[src/rtl/multicycle_control_unit.sv]
// Multicycle control unit: FETCH/DECODE/EXEC/MEM/WB sequencer for a MIPS-like datapath
// with memory-wait timeout, a sticky illegal-opcode flag and a retired-instruction counter.
module multicycle_control_unit #(
    parameter int ALUOP_W = 3,
    parameter int TIMEOUT = 15,
    parameter int CNT_W   = 16
) (
    input  logic               clk,
    input  logic               rst,
    input  logic [5:0]         instr_op,
    input  logic               mem_ready,
    output logic               mem_read,
    output logic               mem_write,
    output logic               ir_write,
    output logic               pc_write,
    output logic [1:0]         pc_src,
    output logic               branch,
    output logic               mem_to_reg,
    output logic               alu_src,
    output logic               reg_write,
    output logic [1:0]         reg_dst,
    output logic [ALUOP_W-1:0] alu_op,
    output logic [2:0]         state,
    output logic               illegal,
    output logic               error,
    output logic [CNT_W-1:0]   retired
);
    typedef enum logic [2:0] {
        S_FETCH  = 3'd0,
        S_DECODE = 3'd1,
        S_EXEC   = 3'd2,
        S_MEM    = 3'd3,
        S_WB     = 3'd4,
        S_ERR    = 3'd5
    } state_t;

    localparam logic [5:0] OP_R    = 6'b000000;
    localparam logic [5:0] OP_ADDI = 6'b010000;
    localparam logic [5:0] OP_SUBI = 6'b010001;
    localparam logic [5:0] OP_ANDI = 6'b010010;
    localparam logic [5:0] OP_BEQ  = 6'b001000;
    localparam logic [5:0] OP_BNE  = 6'b001001;
    localparam logic [5:0] OP_BGT  = 6'b001010;
    localparam logic [5:0] OP_BGE  = 6'b001011;
    localparam logic [5:0] OP_BLE  = 6'b001100;
    localparam logic [5:0] OP_LW   = 6'b100011;
    localparam logic [5:0] OP_SW   = 6'b101011;
    localparam logic [5:0] OP_J    = 6'b000001;
    localparam logic [5:0] OP_JAL  = 6'b000010;
    localparam logic [5:0] OP_JR   = 6'b000011;

    localparam logic [7:0]       TIMEOUT_C = 8'(TIMEOUT);
    localparam logic [CNT_W-1:0] RET_ONE   = {{(CNT_W-1){1'b0}}, 1'b1};

    function automatic logic [2:0] alu_code(input logic [5:0] op);
        logic [2:0] code;
        case (op)
            OP_R:            code = 3'b010;
            OP_SUBI, OP_BEQ: code = 3'b001;
            OP_ANDI:         code = 3'b011;
            OP_BNE:          code = 3'b100;
            OP_BGT:          code = 3'b101;
            OP_BGE:          code = 3'b110;
            OP_BLE:          code = 3'b111;
            default:         code = 3'b000;
        endcase
        return code;
    endfunction

    function automatic logic is_legal(input logic [5:0] op);
        return op inside {OP_R, OP_ADDI, OP_SUBI, OP_ANDI, OP_BEQ, OP_BNE, OP_BGT,
                          OP_BGE, OP_BLE, OP_LW, OP_SW, OP_J, OP_JAL, OP_JR};
    endfunction

    function automatic logic is_branch(input logic [5:0] op);
        return op inside {OP_BEQ, OP_BNE, OP_BGT, OP_BGE, OP_BLE};
    endfunction

    function automatic logic is_imm(input logic [5:0] op);
        return op inside {OP_ADDI, OP_SUBI, OP_ANDI, OP_LW, OP_SW};
    endfunction

    state_t           state_q, state_d;
    logic [5:0]       op_q, op_d;
    logic [7:0]       wait_q, wait_d;
    logic [7:0]       wait_inc;
    logic [CNT_W-1:0] retired_q, retired_d;
    logic             illegal_q, illegal_d;

    // Next-state, bookkeeping and output decode from state and latched opcode
    always_comb begin
        state_d    = state_q;
        op_d       = op_q;
        wait_d     = 8'd0;
        retired_d  = retired_q;
        illegal_d  = illegal_q;
        wait_inc   = wait_q + 8'd1;
        mem_read   = 1'b0;
        mem_write  = 1'b0;
        ir_write   = 1'b0;
        pc_write   = 1'b0;
        pc_src     = 2'd0;
        branch     = 1'b0;
        mem_to_reg = 1'b0;
        alu_src    = 1'b0;
        reg_write  = 1'b0;
        reg_dst    = 2'd0;
        alu_op     = {ALUOP_W{1'b0}};
        error      = 1'b0;
        case (state_q)
            S_FETCH: begin
                mem_read = 1'b1;
                if (mem_ready) begin
                    ir_write = 1'b1;
                    pc_write = 1'b1;
                    pc_src   = 2'd0;
                    op_d     = instr_op;
                    state_d  = S_DECODE;
                end else if (wait_inc == TIMEOUT_C) begin
                    state_d = S_ERR;
                end else begin
                    wait_d = wait_inc;
                end
            end
            S_DECODE: begin
                if (!is_legal(op_q)) begin
                    illegal_d = 1'b1;
                    state_d   = S_FETCH;
                end else if (op_q == OP_J || op_q == OP_JAL) begin
                    pc_write  = 1'b1;
                    pc_src    = 2'd2;
                    reg_write = (op_q == OP_JAL);
                    reg_dst   = (op_q == OP_JAL) ? 2'd2 : 2'd0;
                    state_d   = S_FETCH;
                    retired_d = retired_q + RET_ONE;
                end else if (op_q == OP_JR) begin
                    pc_write  = 1'b1;
                    pc_src    = 2'd3;
                    state_d   = S_FETCH;
                    retired_d = retired_q + RET_ONE;
                end else begin
                    state_d = S_EXEC;
                end
            end
            S_EXEC: begin
                alu_op  = ALUOP_W'(alu_code(op_q));
                alu_src = is_imm(op_q);
                if (is_branch(op_q)) begin
                    branch    = 1'b1;
                    pc_src    = 2'd1;
                    state_d   = S_FETCH;
                    retired_d = retired_q + RET_ONE;
                end else if (op_q == OP_LW || op_q == OP_SW) begin
                    state_d = S_MEM;
                end else begin
                    state_d = S_WB;
                end
            end
            S_MEM: begin
                alu_src   = 1'b1;
                mem_read  = (op_q == OP_LW);
                mem_write = (op_q == OP_SW);
                if (mem_ready) begin
                    if (op_q == OP_LW) begin
                        state_d = S_WB;
                    end else begin
                        state_d   = S_FETCH;
                        retired_d = retired_q + RET_ONE;
                    end
                end else if (wait_inc == TIMEOUT_C) begin
                    state_d = S_ERR;
                end else begin
                    wait_d = wait_inc;
                end
            end
            S_WB: begin
                // ALU controls stay at their EXEC values so the result remains stable
                alu_op     = ALUOP_W'(alu_code(op_q));
                alu_src    = is_imm(op_q);
                reg_write  = 1'b1;
                reg_dst    = (op_q == OP_R) ? 2'd1 : 2'd0;
                mem_to_reg = (op_q == OP_LW);
                state_d    = S_FETCH;
                retired_d  = retired_q + RET_ONE;
            end
            S_ERR: begin
                error   = 1'b1;
                state_d = S_ERR;
            end
            default: begin
                state_d = S_FETCH;
            end
        endcase
    end

    // State, opcode latch, wait counter, retire counter and sticky illegal flag
    always_ff @(posedge clk) begin
        if (rst) begin
            state_q   <= S_FETCH;
            op_q      <= 6'd0;
            wait_q    <= 8'd0;
            retired_q <= {CNT_W{1'b0}};
            illegal_q <= 1'b0;
        end else begin
            state_q   <= state_d;
            op_q      <= op_d;
            wait_q    <= wait_d;
            retired_q <= retired_d;
            illegal_q <= illegal_d;
        end
    end

    assign state   = state_q;
    assign illegal = illegal_q;
    assign retired = retired_q;

endmodule

[config.mk]
export PLATFORM = sky130hd
export DESIGN_NAME = multicycle_control_unit
export DESIGN_NICKNAME = d
export VERILOG_FILES = /design/src/rtl/multicycle_control_unit.sv
export SDC_FILE = /design/constraint.sdc
export NUM_CORES = 1
export LEC_CHECK = 0
export ABC_AREA = 1
export CORE_ASPECT_RATIO = 1.4
export CORE_MARGIN = 1.5
export CORE_UTILIZATION = 52
export DETAILED_ROUTE_END_ITERATION = 6
export PLACE_DENSITY = 0.8
export SETUP_SLACK_MARGIN = 0.05
export SYNTH_ARGS = -nofsm -noshare
export SYNTH_HDL_FRONTEND = slang
export SYNTH_SLANG_ARGS = --single-unit
[constraint.sdc]
create_clock -name clk -period 2.6 [get_ports clk]
set_clock_uncertainty 0.2 [all_clocks]
set_input_delay 0.39 -clock clk [delete_from_list [all_inputs] [get_ports clk]]
set_output_delay 0.39 -clock clk [all_outputs]
set_load 0.03 [all_outputs]
==> flow_summary_export.csv <==
group,metric,value,unit
routing,route.antenna.remaining_nets,0,
timing,worst_slew_pin_tran,493,ps
clocking,clkSinkCount,37,
flow_run,maxCapViolCount,0,
worst_setup_path,worstPathArrival,1910,ps
synth,ys_async_sr_fraction,0,%
synth,synth_enable_flop_cells,0,
finish,design.final.nets,416,
worst_setup_path,endpoint_kind,"primary output",
synth,synthesis.area,0.00236,mm2
global_routing,grt_pass1_vias,2262,
clocking,clkLatencyLatePin,290,ps
timing,timing.fmax,400,MHz
clocking,cts_max_path_bufs,2,
synth,synthesis.area_per_instance,6.77,um2
worst_setup_path,timing_worst_setup_path_type,"in2out",
timing,final.period_utilization,96.1,%
worst_setup_path,ff2ff_path_depth,11,
floorplan,fp.dieH,82.8,um
clocking,worst_setup_hold_path_clk_slew,70,ps
worst_setup_path,worstPathRequired,2010,ps
power_and_ir_drop,pleak,1.28,nW
floorplan,core_area,0.00431,mm2
floorplan,design.portCount,45,
clocking,cts_hold_buf,0,
floorplan,fp.dieArea,0.00496,mm2
finish,diodes,0,
timing,final.setup.tns,0,ps
synth,netlist-cell-type-count,35,
finish,post_route_cells_drive_above_1_share,13.7,%
routing,drt-total-wl,5450,um
timing,worst_slack_on_hold_paths,266,ps
timing,hold_violations,0,
synth,dominantRegCellSynth,"dfxtp_1",
hold_path,hold_crit_path_type,"reg2reg",
finish,finalCoreUtilization,68.5,%
timing,grt_setup_unrepaired,"false",
global_routing,gr-usage-all-layers,23.9,%
run_status,outcome,"completed",
synth,net_count_after_synthesis,365,
synth,synth_seq_area_share,31.4,%
timing,min_period,2500,ps
synth,synthesis.instances,349,
global_routing,antenna_found_initial,0,
placed_design,io_buffers,44,
routing,drt_iter0_drc,77,
routing,route.vias.total,2332,
routing,wire_per_inst,11.8,um
hold_path,timing.hold.worst_path_depth,1,
clocking,numCtsBuffers,5,
timing,timing.final.setup_violations,0,
global_routing,grt_first_pass_wirelength,9180,um
finish,top_library_cells_by_usage_in_the_layout_fill_and_taps_aside,"92 x nand2_1, 45 x inv_1, 40 x nor2_1",
placed_design,globalplace.congestion,0.935,
worst_setup_path,crit_path_max_fanout,6,
global_routing,grt_overflow_total,0,
clocking,cts_max_level,2,
power_and_ir_drop,vdd_ir_drop_max,0.000389,V
timing,timing_max_transition_violations_final,0,
routing,drcViolationCount,0,
floorplan,die_width,60.0,um
clocking,clk_root_buffer_cell,"clkbuf_8",
synth,ys_seq_elements,37,
worst_setup_path,timing.critical_path.from_type,"primary input",
placed_design,place_hpwl,4210,um
routing,viasPerCell,5.06,
finish,area.growth.synth_to_final,25.0,%
floorplan,placementRows,28,
clocking,cts_tree,"done",
finish,layout.cells.most_common,"nand2_1",
global_routing,pin_count_of_the_biggest_net_entering_global_routing,18,
floorplan,initial_utilization,54.8,%
synth,synth_warnings,0,
timing,max_slew_margin,67.1,%
routing,detail_route.first_pass.iterations,4,
power_and_ir_drop,power_density,454,mW/mm2
## layout make-up
cell class / instances / area, um2
Tap cell: 60 / 75.1
Timing Repair Buffer: 48 / 464
Clock buffer: 6 / 72.6
Multi-Input combinational cell: 255 / 1390
Fill cell: 412 / 1360
Clock inverter: 2 / 10.0
Sequential cell: 37 / 741
Inverter: 53 / 199
## flip-flops by register name, summed over array words and instances, names as in the netlist, named ones only
register	count
wait_q	8
state	3
op_q	6
retired	16
illegal	1
## cells by family (layout without fill, tap and decap cells)
group,Yosys count,in the layout,synth area share [%]
fa+ha+maj,7,7,3.71
buf+inv,57,109,9.75
compound gates,38,38,10.1
xor+xnor,12,12,4.45
simple gates,198,198,40.6
flops,37,37,31.4
## metrics by stage
stage	cell area [um2]	power (mW)	setup WS (ps)	std cells
detailed placement	2880	0.964	87.5	453
global route	2950	1.41	53.7	461
floorplan	2360	0.865	396	349
CTS	2950	1.35	98.0	461
global placement	2880	0.958	117	453
finish	2950	1.34	102	461
## worst max-delay path, stage by stage
cell and delay, ps:
clkdlybuf4s50_1 520, inv_1 120, nor2_4 180, clkdlybuf4s50_1 700
## worst paths after layout
| path | startpoint | end | slack, ps |
|---|---|---|---|
| hold reg to reg | illegal | illegal | 270 |
| setup / recovery | mem_ready | ir_write | 100 |
| hold / removal | illegal | illegal | 270 |
| setup reg to reg | state[0] | flip-flop | 450 |
## Yosys cell counts, types with 2 or more instances
cell,count,area (um2)
a21oi_1,15,75.1
a21oi_2,10,87.6
buf_6,2,22.5
dfxtp_1,37,741
ha_1,7,87.6
inv_1,45,169
inv_2,7,26.3
nand2_1,92,345
nand2_2,7,43.8
nand3_1,21,105
nand3_2,6,60.1
nand3b_1,2,15.0
nand4_1,4,25.0
nor2_1,40,150
nor2_2,4,25.0
nor2_4,5,56.3
nor3_1,10,50.1
o21ai_0,8,40.0
xnor2_1,2,17.5
xor2_1,10,87.6
## what timing repair did
| item | 4_1_cts | 5_1_grt |
|---|---|---|
| resized for setup | 9 | 6 |
| endpoints found under the setup margin | 9 | 5 |
| buffers inserted | 0 | 0 |
## where the power goes
| group | switching, mW | internal, mW | total [mW] | leakage, nW |
|---|---|---|---|---|
| sequential | 0.0246 | 0.595 | 0.619 | 0.301 |
| clock | 0.208 | 0.186 | 0.394 | 0.0450 |
| combinational | 0.209 | 0.119 | 0.328 | 0.936 |
| total | 0.442 | 0.899 | 1.34 | 1.28 |
## per-layer routing
layer / wire length, um / up-vias / global-route usage, %
met5: 0 / - / 0
met4: 111 / 0 / 10.7
met3: 140 / 13 / 4.36
met2: 2920 / 49 / 44.9
met1: 2280 / 1072 / 25.1
li1: - / 1198 / -
Power figures use the tool's default switching activity.
